`src/rtl/fight_arbiter_if.sv`:
```
// Bus between the game logic and the fight arbiter.
// The master drives per-frame player inputs; the slave returns hits, health and round status.
interface fight_arbiter_if;
    logic       frame_tick;
    logic       p1_punch;
    logic       p2_punch;
    logic [9:0] p1_x;
    logic [9:0] p2_x;
    logic       restart;
    logic       p1_hit;
    logic       p2_hit;
    logic [7:0] p1_health;
    logic [7:0] p2_health;
    logic       round_over;
    logic [1:0] winner;

    modport master (
        output frame_tick, p1_punch, p2_punch, p1_x, p2_x, restart,
        input  p1_hit, p2_hit, p1_health, p2_health, round_over, winner
    );

    modport slave (
        input  frame_tick, p1_punch, p2_punch, p1_x, p2_x, restart,
        output p1_hit, p2_hit, p1_health, p2_health, round_over, winner
    );
endinterface

```
`src/rtl/fight_arbiter.sv`:
```
// Two-player punch arbiter: range check, damage, hitstop freeze and KO/restart handling.
// All game decisions are taken on frame_tick cycles; landed flags clear on any cycle.
module fight_arbiter #(
    parameter logic [9:0] REACH          = 10'd48,
    parameter logic [7:0] DAMAGE         = 8'd10,
    parameter logic [7:0] MAX_HEALTH     = 8'd100,
    parameter logic [3:0] HITSTOP_FRAMES = 4'd6
) (
    input logic          clk,
    input logic          rst_n,
    fight_arbiter_if.slave bus
);

    typedef enum logic [1:0] {
        FIGHT   = 2'd0,
        HITSTOP = 2'd1,
        KO      = 2'd2
    } state_t;

    localparam logic [3:0] HITSTOP_LOAD = (HITSTOP_FRAMES == 4'd0) ? 4'd1 : HITSTOP_FRAMES;

    function automatic logic [7:0] sat_sub(input logic [7:0] a, input logic [7:0] b);
        sat_sub = (a > b) ? (a - b) : 8'd0;
    endfunction

    state_t     state_r;
    logic [3:0] cnt_r;
    logic       p1_landed_r;
    logic       p2_landed_r;
    logic       p1_hit_r;
    logic       p2_hit_r;
    logic [7:0] p1_health_r;
    logic [7:0] p2_health_r;
    logic       round_over_r;
    logic [1:0] winner_r;

    logic [9:0] dist_s;
    logic       in_range_s;
    logic       p1_land_s;
    logic       p2_land_s;
    logic [7:0] p1_health_next_s;
    logic [7:0] p2_health_next_s;

    // Range check, land detection and post-hit health values.
    always_comb begin
        dist_s           = 10'd0;
        in_range_s       = 1'b0;
        p1_land_s        = 1'b0;
        p2_land_s        = 1'b0;
        p1_health_next_s = p1_health_r;
        p2_health_next_s = p2_health_r;
        if (bus.p1_x >= bus.p2_x) begin
            dist_s = bus.p1_x - bus.p2_x;
        end else begin
            dist_s = bus.p2_x - bus.p1_x;
        end
        in_range_s = (dist_s <= REACH);
        if (bus.frame_tick && (state_r == FIGHT) && in_range_s) begin
            p1_land_s = bus.p1_punch && !p1_landed_r;
            p2_land_s = bus.p2_punch && !p2_landed_r;
        end else begin
            p1_land_s = 1'b0;
            p2_land_s = 1'b0;
        end
        if (p2_land_s) begin
            p1_health_next_s = sat_sub(p1_health_r, DAMAGE);
        end else begin
            p1_health_next_s = p1_health_r;
        end
        if (p1_land_s) begin
            p2_health_next_s = sat_sub(p2_health_r, DAMAGE);
        end else begin
            p2_health_next_s = p2_health_r;
        end
    end

    // Round FSM with registered hit, health and result outputs.
    always_ff @(posedge clk) begin
        if (!rst_n) begin
            state_r      <= FIGHT;
            cnt_r        <= 4'd0;
            p1_landed_r  <= 1'b0;
            p2_landed_r  <= 1'b0;
            p1_hit_r     <= 1'b0;
            p2_hit_r     <= 1'b0;
            p1_health_r  <= MAX_HEALTH;
            p2_health_r  <= MAX_HEALTH;
            round_over_r <= 1'b0;
            winner_r     <= 2'b00;
        end else begin
            // A hit on player 2 comes from a player-1 land and vice versa.
            p2_hit_r <= p1_land_s;
            p1_hit_r <= p2_land_s;

            if (!bus.p1_punch) begin
                p1_landed_r <= 1'b0;
            end else if (p1_land_s) begin
                p1_landed_r <= 1'b1;
            end
            if (!bus.p2_punch) begin
                p2_landed_r <= 1'b0;
            end else if (p2_land_s) begin
                p2_landed_r <= 1'b1;
            end

            if (bus.frame_tick) begin
                case (state_r)
                    FIGHT: begin
                        if (p1_land_s || p2_land_s) begin
                            p1_health_r <= p1_health_next_s;
                            p2_health_r <= p2_health_next_s;
                            if ((p1_health_next_s == 8'd0) || (p2_health_next_s == 8'd0)) begin
                                state_r      <= KO;
                                round_over_r <= 1'b1;
                                winner_r     <= {p1_health_next_s == 8'd0, p2_health_next_s == 8'd0};
                            end else begin
                                state_r <= HITSTOP;
                                cnt_r   <= HITSTOP_LOAD;
                            end
                        end
                    end
                    HITSTOP: begin
                        if (cnt_r <= 4'd1) begin
                            state_r <= FIGHT;
                            cnt_r   <= 4'd0;
                        end else begin
                            cnt_r <= cnt_r - 4'd1;
                        end
                    end
                    KO: begin
                        if (bus.restart) begin
                            state_r      <= FIGHT;
                            p1_health_r  <= MAX_HEALTH;
                            p2_health_r  <= MAX_HEALTH;
                            round_over_r <= 1'b0;
                            winner_r     <= 2'b00;
                            p1_landed_r  <= 1'b0;
                            p2_landed_r  <= 1'b0;
                        end
                    end
                    default: begin
                        state_r <= FIGHT;
                        cnt_r   <= 4'd0;
                    end
                endcase
            end
        end
    end

    assign bus.p1_hit     = p1_hit_r;
    assign bus.p2_hit     = p2_hit_r;
    assign bus.p1_health  = p1_health_r;
    assign bus.p2_health  = p2_health_r;
    assign bus.round_over = round_over_r;
    assign bus.winner     = winner_r;

endmodule

```
`src/flat_wrapper.sv`:
```
// flat-port wrapper written by rule: the top's interface ports become plain ports
module fight_arbiter_flat 
#(
    parameter logic [9:0] REACH          = 10'd48,
    parameter logic [7:0] DAMAGE         = 8'd10,
    parameter logic [7:0] MAX_HEALTH     = 8'd100,
    parameter logic [3:0] HITSTOP_FRAMES = 4'd6
)
  (clk, rst_n, bus_frame_tick, bus_p1_punch, bus_p2_punch, bus_p1_x, bus_p2_x, bus_restart, bus_p1_hit, bus_p2_hit, bus_p1_health, bus_p2_health, bus_round_over, bus_winner);
  fight_arbiter_if bus_i ();
  input logic clk;
  input logic rst_n;
  input wire logic [$bits(bus_i.frame_tick)-1:0] bus_frame_tick;
  input wire logic [$bits(bus_i.p1_punch)-1:0] bus_p1_punch;
  input wire logic [$bits(bus_i.p2_punch)-1:0] bus_p2_punch;
  input wire logic [$bits(bus_i.p1_x)-1:0] bus_p1_x;
  input wire logic [$bits(bus_i.p2_x)-1:0] bus_p2_x;
  input wire logic [$bits(bus_i.restart)-1:0] bus_restart;
  output wire logic [$bits(bus_i.p1_hit)-1:0] bus_p1_hit;
  output wire logic [$bits(bus_i.p2_hit)-1:0] bus_p2_hit;
  output wire logic [$bits(bus_i.p1_health)-1:0] bus_p1_health;
  output wire logic [$bits(bus_i.p2_health)-1:0] bus_p2_health;
  output wire logic [$bits(bus_i.round_over)-1:0] bus_round_over;
  output wire logic [$bits(bus_i.winner)-1:0] bus_winner;
  assign bus_i.frame_tick = bus_frame_tick;
  assign bus_i.p1_punch = bus_p1_punch;
  assign bus_i.p2_punch = bus_p2_punch;
  assign bus_i.p1_x = bus_p1_x;
  assign bus_i.p2_x = bus_p2_x;
  assign bus_i.restart = bus_restart;
  assign bus_p1_hit = bus_i.p1_hit;
  assign bus_p2_hit = bus_i.p2_hit;
  assign bus_p1_health = bus_i.p1_health;
  assign bus_p2_health = bus_i.p2_health;
  assign bus_round_over = bus_i.round_over;
  assign bus_winner = bus_i.winner;
  fight_arbiter #(.REACH(REACH), .DAMAGE(DAMAGE), .MAX_HEALTH(MAX_HEALTH), .HITSTOP_FRAMES(HITSTOP_FRAMES)) u_core (.clk(clk), .rst_n(rst_n), .bus(bus_i));
endmodule
```
`config.mk`:
```
export PLATFORM = sky130hd
export DESIGN_NAME = fight_arbiter_flat
export DESIGN_NICKNAME = d
export VERILOG_FILES = /design/src/rtl/fight_arbiter_if.sv /design/src/rtl/fight_arbiter.sv /design/src/flat_wrapper.sv
export SDC_FILE = /design/constraint.sdc
export NUM_CORES = 1
export LEC_CHECK = 0
export BUFFER_PORTS_ARGS = -buffer_cell sky130_fd_sc_hd__clkbuf_2
export CAP_MARGIN = 40
export CELL_PAD_IN_SITES_DETAIL_PLACEMENT = 0
export CELL_PAD_IN_SITES_GLOBAL_PLACEMENT = 1
export CORE_AREA = 2 2 79 81
export CTS_BUF_LIST = sky130_fd_sc_hd__clkbuf_2 sky130_fd_sc_hd__clkbuf_4 sky130_fd_sc_hd__clkbuf_8
export CTS_CLUSTER_SIZE = 30
export DETAILED_ROUTE_END_ITERATION = 12
export DIE_AREA = 0 0 81 83
export GPL_ROUTABILITY_DRIVEN = 0
export GPL_TIMING_DRIVEN = 0
export HOLD_SLACK_MARGIN = 0.1
export PLACE_DENSITY = 0.89
export SLEW_MARGIN = 20
export SYNTH_ARGS = -nofsm -noshare
export SYNTH_HDL_FRONTEND = slang
export SYNTH_SLANG_ARGS = --single-unit
export TNS_END_PERCENT = 10
```
`constraint.sdc`:
```
create_clock -name clk -period 11.1 [get_ports clk]
set_input_delay 0.555 -clock clk [delete_from_list [all_inputs] [get_ports clk]]
set_output_delay 0.555 -clock clk [all_outputs]
set_load 0.02 [all_outputs]
```
==> results of run 1 <==
worst min-delay path, stage by stage, from the launching register on:
cell     delay (ns)
dfxtp_1        0.35
nand2_1        0.07
a21oi_1        0.04
power by group:
group          leakage [uW]  switching, uW  internal (uW)
logic               0.00102           54.6           38.8
clock network     0.0000477           37.5           51.5
registers          0.000234           4.59            109
total               0.00131           96.8            199
state kept, by name (all words and copies together) (netlist names):
register and count:
u_core.bus.p1_health 8, u_core.bus.p1_hit 1, u_core.bus.p2_health 8, u_core.bus.p2_hit 1, u_core.bus.round_over 1, u_core.bus.winner 2
u_core.cnt_r 4, u_core.p1_landed_r 1, u_core.p2_landed_r 1, u_core.state_r 2
cell type report:
class | instances | area, um^2
buffer | 12 | 55.1
clock buffer | 7 | 90.1
fill | 642 | 2850
inverter | 33 | 124
multi-input combinational | 272 | 1790
sequential | 29 | 581
tap | 75 | 93.8
timing repair buffer | 46 | 230
synth_stat cells (3+ instances only):
cell and number:
a31oi_1 5, xor2_1 4, o211ai_1 4, nand2b_1 6, or3_1 6, dfxtp_1 29, nor2b_1 6, or4_1 5
nand2_1 26, a221o_1 3, o21a_1 3, nor2_1 38, nor4_1 5, o21ai_0 27, xnor2_1 8, a21o_1 3
clkbuf_1 8, a21oi_1 27, nand3_1 5, inv_1 33, nor3_1 11, ha_1 23, a211oi_1 4, mux2i_1 3
mux2_2 3, a2111oi_0 3
final timing paths:
kind | start | endpoint | slack [ns] | cells after the start
setup reg to reg | u_core.state_r[1]$_SDFFE_PN0P_ | u_core.cnt_r[1]$_SDFFE_PN0P_ | 7.85 | 10
hold reg to reg | u_core.bus.p2_health[0]$_SDFFE_PN0P_ | u_core.bus.p2_health[0]$_SDFFE_PN0P_ | 0.51 | 2
hold / removal | u_core.bus.p2_health[0]$_SDFFE_PN0P_ | u_core.bus.p2_health[0]$_SDFFE_PN0P_ | 0.51 | 2
setup / recovery | bus_p2_x[2] | u_core.cnt_r[1]$_SDFFE_PN0P_ | 6.72 | 15
stage by stage:
stage	hold slack, ns	worst slack [ns]	instances	instance area [um^2]	total power (uW)
6_report	0.509	6.72	474	2970	296
5_1_grt	0.511	6.32	474	2970	316
4_1_cts	0.502	6.71	474	2970	298
3_5_place_dp	0.493	6.42	467	2880	209
3_3_place_gp	0.463	6.48	467	2880	207
2_1_floorplan	0.498	6.92	346	2550	185
placed cells by master (no fill, tap or decap), types with 3 or more instances in the layout:
| master | netlist | routed |
|---|---|---|
| a221o_1 | 3 | 3 |
| o21ai_0 | 27 | 27 |
| nor2b_1 | 6 | 6 |
| o21a_1 | 3 | 3 |
| xnor2_1 | 8 | 8 |
| clkbuf_2 | 0 | 46 |
| inv_1 | 33 | 33 |
| clkbuf_1 | 8 | 8 |
| nor4_1 | 5 | 5 |
| clkbuf_8 | 0 | 6 |
| a21o_1 | 3 | 3 |
| a2111oi_0 | 3 | 3 |
| or4_1 | 5 | 5 |
| a31oi_1 | 5 | 5 |
| a211oi_1 | 4 | 4 |
| dfxtp_1 | 29 | 29 |
| nor2_1 | 38 | 38 |
| ha_1 | 23 | 23 |
| nand2b_1 | 6 | 6 |
| xor2_1 | 4 | 4 |
| nor3_1 | 11 | 11 |
| nand2_1 | 26 | 26 |
| mux2_2 | 3 | 3 |
| nand3_1 | 5 | 5 |
| a21oi_1 | 27 | 27 |
| mux2i_1 | 3 | 3 |
| or3_1 | 6 | 6 |
| o211ai_1 | 4 | 4 |
cells by family (layout without fill, tap and decap cells):
| family | Yosys count | count (layout) | share of synthesized area (%) |
|---|---|---|---|
| buf+inv | 45 | 98 | 7.01 |
| simple gates | 123 | 123 | 24.1 |
| fa+ha+maj | 23 | 23 | 11.3 |
| compound gates | 108 | 108 | 28.2 |
| flops | 29 | 29 | 22.7 |
| mux | 6 | 6 | 2.50 |
| xor+xnor | 12 | 12 | 4.12 |
per-layer routing:
metal	vias up	share of wire, %
met2	78	49
met4	0	2.0
li1	1360	-
met5	-	0
met3	13	5.3
met1	1250	44
==> qor.yml, run 1 <==
run_status:
  outcome: "finished, final reports clean"
timing:
  skew_ns: 0.00446
  fmax_mhz: 228
  fin_crit_sh_pct: 39.5
  rsz0062_at_grt: "false"
  maxSlewHeadroom_pct: 50.1
  setup_tns_ns: 0
  drv_slew: 0
  tightest_slew_ns: 0.744
  hold_viol: 0
  period_needed_ns: 4.38
  finalSetupViolCount: 0
route:
  post_drt_wl_per_cell_um: 13.3
  drt-initial-drc-count: 117
  wirelength_mm: 6.30
  routed_via_density: 5.70
  vias: 2701
  dr.pass1.iters: 4
  antenna_left: 0
  drc: 0
critical_path:
  crit_family: "compound AO/OA/AOI/OAI gates"
  critPathCaptureType: "flip-flop"
  crit_buf_inv: 3
  critPathSlowestCell: "a21oi_1"
  critPathMostFrequentCell: "a21oi_1"
  critPathLaunchType: "primary input"
  crit_type: "in2reg"
  path_cells: "clkbuf_2 -> inv_1 -> ha_1 -> o21ai_1 -> a21oi_1 -> or2_1 -> o41a_1 -> xor2_1 -> or4_1 -> buf_2 -> a21oi_1 -> mux2_2 -> o31ai_2 -> nor2_1 -> o311a_1"
  crit_required_ns: 11.26
  critical_path_arrival_ns: 4.54
  cp_slowest_stage_delay_ns: 0.48
  crit_fanout: 7
global_routing:
  gr-usage-met2_pct: 31.6
  grt_pass1_vias: 2355
  grt_pass1_wl_mm: 10.4
  grt_use_met3_pct: 3.15
  grt_max_degree: 11
  grt_util_met1_pct: 23.6
  overflow: 0
  grtUsageTotal_pct: 18.7
  top_usage_layer: "met2"
  antenna_found_initial: 0
die:
  core.rowCount: 28
  die-area_um2: 6720
  die_y_um: 83
  initial_core_util_pct: 43.9
  coreArea_um2: 5820
  die_w_um: 81
  io_pins: 47
logic_synthesis:
  ys.flop_type: "dfxtp_1"
  ys_seq_elements: 29
  async_reset_ff_share_pct: 0
  yosysTopAreaCell: "dfxtp_1"
  synth.net_count: 395
  seq_area_frac_synth_pct: 22.7
  netlist.area_leader.share_pct: 22.7
  syn_avg_cell_area_um2: 7.38
  yosys_warnings: 0
  syn_inst: 346
  synth-edff-count: 0
  yosys-top-cells-area: "dfxtp_1 (23%), ha_1 (11%), nor2_1 (5.6%)"
  syn_area_um2: 2550
  synth.distinct_cells: 62
clocking:
  root_buffer: "clkbuf_8"
  clkSlewWorstSetupHoldPaths_ns: 0.06
  clk_latency_ns: 0.28
  hold_buffers: 0
  h-tree-depth: 2
  ctsResizeCount: 0
  clockBufferDepth: 2
  cts_sinks: 29
  post-cts-setup-buffer-count: 0
  tritoncts: "yes"
  cts_buffers: 5
placement:
  hpwl_mm: 4.93
  io_buffers: 46
cells_and_area:
  fin_util_pct: 51.0
  area_growth_syn_to_layout_pct: 16.2
  drive_gt1_share_pct: 16.3
  diodes: 0
  nNetsFinal: 448
power:
  power_density_nw_per_um2: 99.7
  peakVddDrop_mv: 0.0482
  p_leak_uw: 0.00131
flow_run:
  drv_cap: 0
hold_path:
  hold_class: "reg2reg"
No activity file was read; power rests on OpenSTA's default activity.
==> run 2: changes to the inputs <==
--- a/config.mk
+++ b/config.mk
@@ -9,15 +9,15 @@
 export CAP_MARGIN = 40
 export CELL_PAD_IN_SITES_DETAIL_PLACEMENT = 0
 export CELL_PAD_IN_SITES_GLOBAL_PLACEMENT = 1
-export CORE_AREA = 2 2 79 81
+export CORE_AREA = 2 2 81 83
 export CTS_BUF_LIST = sky130_fd_sc_hd__clkbuf_2 sky130_fd_sc_hd__clkbuf_4 sky130_fd_sc_hd__clkbuf_8
 export CTS_CLUSTER_SIZE = 30
 export DETAILED_ROUTE_END_ITERATION = 12
-export DIE_AREA = 0 0 81 83
+export DIE_AREA = 0 0 83 85
 export GPL_ROUTABILITY_DRIVEN = 0
 export GPL_TIMING_DRIVEN = 0
 export HOLD_SLACK_MARGIN = 0.1
-export PLACE_DENSITY = 0.89
+export PLACE_DENSITY = 0.85
 export SLEW_MARGIN = 20
 export SYNTH_ARGS = -nofsm -noshare
 export SYNTH_HDL_FRONTEND = slang
==> constraint.sdc (replaced) <==
create_clock -name clk -period 4.25 [get_ports clk]
set_input_delay 0.2125 -clock clk [delete_from_list [all_inputs] [get_ports clk]]
set_output_delay 0.2125 -clock clk [all_outputs]
set_load 0.02 [all_outputs]
==> run 2 against run 1 <==
Against the previous run:
- power rose to 2.6 times the previous value
- register-to-register slack got worse by 6.7 ns
- clock-buffer cell count did not move
- clock power rose to 2.7 times the previous value
- final cell count grew 0.42%
- final area increased by 0.38%
- sequential share of layout area is 0.074 points lower
- critical path type unchanged
- largest power group unchanged
- highest routed layer unchanged
==> qor.yml, run 2 (synthesis gave the netlist of run 1 again) <==
timing:
  holdWs_ns: 0.183
  finalSetupViolCount: 0
  tightest_slew_ns: 0.745
  hold_viol: 0
  rsz0062_at_grt: "false"
  maxSlewHeadroom_pct: 50.0
  setup_tns_ns: 0
  drv_slew: 0
  skew_ns: 0.00727
  fmax_mhz: 252
  fin_crit_sh_pct: 93.4
  worst_slack_ns: 0.279
  period_needed_ns: 3.97
cells_and_area:
  area_growth_syn_to_layout_pct: 16.7
  fillers: 639
  fin_util_pct: 48.0
  layout_common_cells: "clkbuf_2 (46), nor2_1 (38), inv_1 (33)"
  multiInputGateArea_um2: 1800
  nNetsFinal: 448
  regArea_um2: 581
  diodes: 0
  drive_gt1_share_pct: 16.3
  layout_commonest_cell: "clkbuf_2"
route:
  drt-initial-drc-count: 132
  vias: 2682
  drc: 0
  antenna_left: 0
  post_drt_wl_per_cell_um: 13.7
  route.met3.wl_um: 321
  dr_wl_met2_mm: 3.08
  wl_met1_mm: 3.08
  dr.pass1.iters: 4
  wirelength_mm: 6.52
  highest-signal-layer: "met4"
  routed_via_density: 5.63
critical_path:
  path_cells: "clkbuf_2 -> inv_1 -> ha_1 -> o21ai_1 -> a21oi_1 -> or2_1 -> o41a_1 -> xor2_1 -> or4_1 -> buf_2 -> a2111oi_0 -> mux2_2 -> o31ai_4 -> nor2_1 -> o311a_1"
  reg2reg_slack_ns: 1.13
  critPathCaptureType: "flip-flop"
  critPathSlowestCell: "or4_1"
  crit_buf_inv: 3
  crit_family: "compound AO/OA/AOI/OAI gates"
  critical_path_arrival_ns: 4.14
  crit_type: "in2reg"
  crit_fanout: 7
  cp_slowest_stage_delay_ns: 0.48
  critPathLaunchType: "primary input"
  crit_required_ns: 4.42
global_routing:
  grt_max_degree: 11
  grt_pass1_wl_mm: 11.2
  overflow: 0
  grtUsageTotal_pct: 18.8
  grt_pass1_vias: 2504
  antenna_found_initial: 0
clocking:
  tritoncts: "yes"
  ctsResizeCount: 0
  clkSlewWorstSetupHoldPaths_ns: 0.07
  post-cts-setup-buffer-count: 0
  hold_buffers: 0
  cts_buffers: 5
  h-tree-depth: 2
  clk_latency_ns: 0.28
  root_buffer: "clkbuf_8"
  cts_sinks: 29
  clockBufferDepth: 2
flow_run:
  drv_cap: 0
die:
  die_y_um: 85
  core.rowCount: 29
  initial_core_util_pct: 41.1
  coreArea_um2: 6200
  die_w_um: 83
  io_pins: 47
  die-area_um2: 7060
placement:
  hpwl_mm: 5.06
  place_worst_setup_slack_ns: -0.0783
  io_buffers: 46
hold_path:
  hold_class: "in2reg"
power:
  p_leak_uw: 0.00131
  peakVddDrop_mv: 0.164
  power_density_nw_per_um2: 262
run_status:
  outcome: "finished, final reports clean"
-- run 2: cell counts in the layout (fill, tap and decap cells not counted) --
No cell type changed its count.
-- run 2: per-stage QoR --
step / instances / cell area (um^2) / power [uW]
2_1_floorplan: 346 / 2550 / 482
3_3_place_gp: 469 / 2880 / 541
3_5_place_dp: 469 / 2880 / 546
4_1_cts: 476 / 2970 / 784
5_1_grt: 476 / 2980 / 830
6_report: 476 / 2980 / 780
-- run 2: path summary, 6_finish.rpt --
| kind | from | endpoint | depth (start not counted) |
|---|---|---|---|
| worst max-delay path | bus_p2_x[2] | u_core.cnt_r[1]$_SDFFE_PN0P_ | 15 |
| worst min-delay path | bus_p2_punch | u_core.p2_landed_r$_SDFF_PN0_ | 2 |
| worst max register to register | u_core.state_r[1]$_SDFFE_PN0P_ | u_core.cnt_r[1]$_SDFFE_PN0P_ | 10 |
| worst min register to register | u_core.bus.winner[1]$_SDFFE_PN0P_ | u_core.bus.winner[1]$_SDFFE_PN0P_ | 2 |
-- run 2: area by class of cell --
type / instances / share of cell area, %
inverters: 33 / 4.16
multi-input cells: 272 / 60.5
repair buffers: 46 / 7.73
plain buffers: 12 / 1.85
clock buffers: 7 / 3.03
well taps: 77 / 3.24
flip-flops and latches: 29 / 19.5
-- run 2: power by group --
part	total [uW]	internal [uW]	switching, uW
clock network	239	135	104
registers	296	284	12.0
logic	245	101	144
total	780	520	260
-- run 2: per-layer routing --
layer	GRT usage, %	up-vias
met1	23.9	1258
li1	-	1361
met5	0	-
met4	4.02	0
met3	4.09	4
met2	32.8	59
==> run 3: changes to the inputs <==
==> constraint.sdc (replaced) <==
create_clock -name clk -period 4 [get_ports clk]
set_input_delay 0.2 -clock clk [delete_from_list [all_inputs] [get_ports clk]]
set_output_delay 0.2 -clock clk [all_outputs]
set_load 0.02 [all_outputs]
==> run 3 against run 2 <==
Against the previous run:
- clock skew down 0.0035 ns
- sequential share of layout area down 0.24 points
- setup slack worse by 0.093 ns
- clock-buffer cell count unchanged
- largest power group unchanged
- highest routed layer unchanged
- core utilization up 0.61 points
- flip-flop and latch count unchanged
- clock power up 6%
- non-clock buffer count up 1
==> qor.yml, run 3 (synthesis gave the netlist of run 1 again) <==
cells_and_area:
  drive_gt1_share_pct: 18.3
  fin_util_pct: 48.6
  regArea_um2: 581
  fillers: 643
  layout_common_cells: "clkbuf_2 (46), nor2_1 (37), inv_1 (33)"
  layout_commonest_cell: "clkbuf_2"
  nNetsFinal: 449
  area_growth_syn_to_layout_pct: 18.1
  multiInputGateArea_um2: 1830
  finalNonFillerCells: 477
  diodes: 0
clocking:
  h-tree-depth: 2
  cts_sinks: 29
  tritoncts: "yes"
  clk_latency_ns: 0.28
  clkSlewWorstSetupHoldPaths_ns: 0.06
  root_buffer: "clkbuf_8"
  cts_buffers: 5
  clockBufferDepth: 2
  hold_buffers: 0
global_routing:
  grtUsageTotal_pct: 18.8
  grt_pass1_wl_mm: 11.2
  antenna_found_initial: 0
  overflow: 0
  grt_pass1_vias: 2502
  grt_max_degree: 11
route:
  post_drt_wl_per_cell_um: 13.8
  wirelength_mm: 6.58
  dr.pass1.iters: 4
  vias: 2687
  antenna_left: 0
  drc: 0
  routed_via_density: 5.63
  drt-initial-drc-count: 150
critical_path:
  critPathSlowestCell: "a211oi_2"
  critPathLaunchType: "primary input"
  path_cells: "clkbuf_2 -> inv_1 -> ha_1 -> o21ai_1 -> a21oi_1 -> or2_1 -> o41a_1 -> xor2_1 -> or4_1 -> buf_2 -> a211oi_2 -> mux2i_1 -> o31ai_4 -> and3_1 -> nor4_2"
  crit_required_ns: 4.19
  cp_slowest_stage_delay_ns: 0.49
  crit_type: "in2reg"
  crit_fanout: 7
  critPathCaptureType: "flip-flop"
  crit_family: "compound AO/OA/AOI/OAI gates"
  critical_path_arrival_ns: 4.01
  crit_buf_inv: 3
power:
  finalPower_uw: 833
  power_density_nw_per_um2: 276
  p_leak_uw: 0.00131
  peakVddDrop_mv: 0.185
die:
  initial_core_util_pct: 41.1
  io_pins: 47
  die_y_um: 85
  die_w_um: 83
  core.rowCount: 29
  coreArea_um2: 6200
  die-area_um2: 7060
timing:
  holdWs_ns: 0.173
  fin_crit_sh_pct: 95.4
  drv_slew: 0
  maxSlewHeadroom_pct: 51.3
  period_needed_ns: 3.81
  skew_ns: 0.00379
  finalSetupViolCount: 0
  worst_slack_ns: 0.186
  hold_viol: 0
  fmax_mhz: 262
  rsz0062_at_grt: "true"
  tightest_slew_ns: 0.725
placement:
  hpwl_mm: 5.06
  io_buffers: 46
  place_worst_setup_slack_ns: -0.316
  place_inst: 469
hold_path:
  hold_class: "in2reg"
run_status:
  outcome: "finished, final reports clean"
flow_run:
  drv_cap: 0
==> run 3: cell type report <==
cell class	count	share of cell area, %
clock buffer	7	2.99
sequential	29	19.3
buffer	12	1.83
inverter	33	4.11
tap	77	3.20
multi-input combinational	272	60.7
timing repair buffer	47	7.88
==> run 3: power breakdown <==
part,leakage [uW],switching (uW),internal (uW),total (uW)
clock network,0.0000477,110,143,253
registers,0.000234,12.8,302,314
logic,0.00103,156,109,266
total,0.00131,279,554,833
==> run 3: per-layer routing <==
metal | up-vias | share of wire [%] | GRT usage, %
li1 | 1361 | - | -
met1 | 1255 | 47 | 23.8
met2 | 67 | 48 | 32.9
met3 | 4 | 4.8 | 4.09
met4 | 0 | 0.65 | 4.17
met5 | - | 0 | 0
==> run 3: path summary, 6_finish.rpt <==
| check | to | slack (ns) | from | cells past startpoint |
|---|---|---|---|---|
| worst max-delay path | u_core.cnt_r[2]$_SDFFE_PN0P_ | 0.19 | bus_p2_x[2] | 15 |
| worst min-delay path | u_core.p2_landed_r$_SDFF_PN0_ | 0.17 | bus_p2_punch | 2 |
| worst max register to register | u_core.state_r[1]$_SDFFE_PN0P_ | 1.05 | u_core.state_r[1]$_SDFFE_PN0P_ | 11 |
| worst min register to register | u_core.bus.winner[1]$_SDFFE_PN0P_ | 0.50 | u_core.bus.winner[1]$_SDFFE_PN0P_ | 2 |
==> run 3: what timing repair did <==
action / in CTS / in global routing
setup buffers: 0 / 1
gates resized for setup: 1 / 10
endpoints found under the hold margin: 0 / 0
pin swaps: 0 / 1
setup endpoints to repair: 2 / 5
==> run 3: worst reg2reg max path, stage by stage (launching register included) <==
cell	delay (ns)
dfxtp_1	0.30
clkbuf_1	0.20
nor2_1	0.30
nand2_1	0.21
nor2_1	0.19
inv_1	0.11
a2111oi_2	0.39
mux2_4	0.37
o31ai_4	0.36
buf_4	0.18
nor3_1	0.04
a211oi_1	0.22
==> run 3: per-stage QoR <==
stage / cell area, um^2 / TNS, ns
2_1_floorplan: 2550 / 0
3_3_place_gp: 2880 / -1.08
3_5_place_dp: 2880 / -1.33
4_1_cts: 2980 / 0
5_1_grt: 3020 / -0.00516
6_report: 3020 / 0
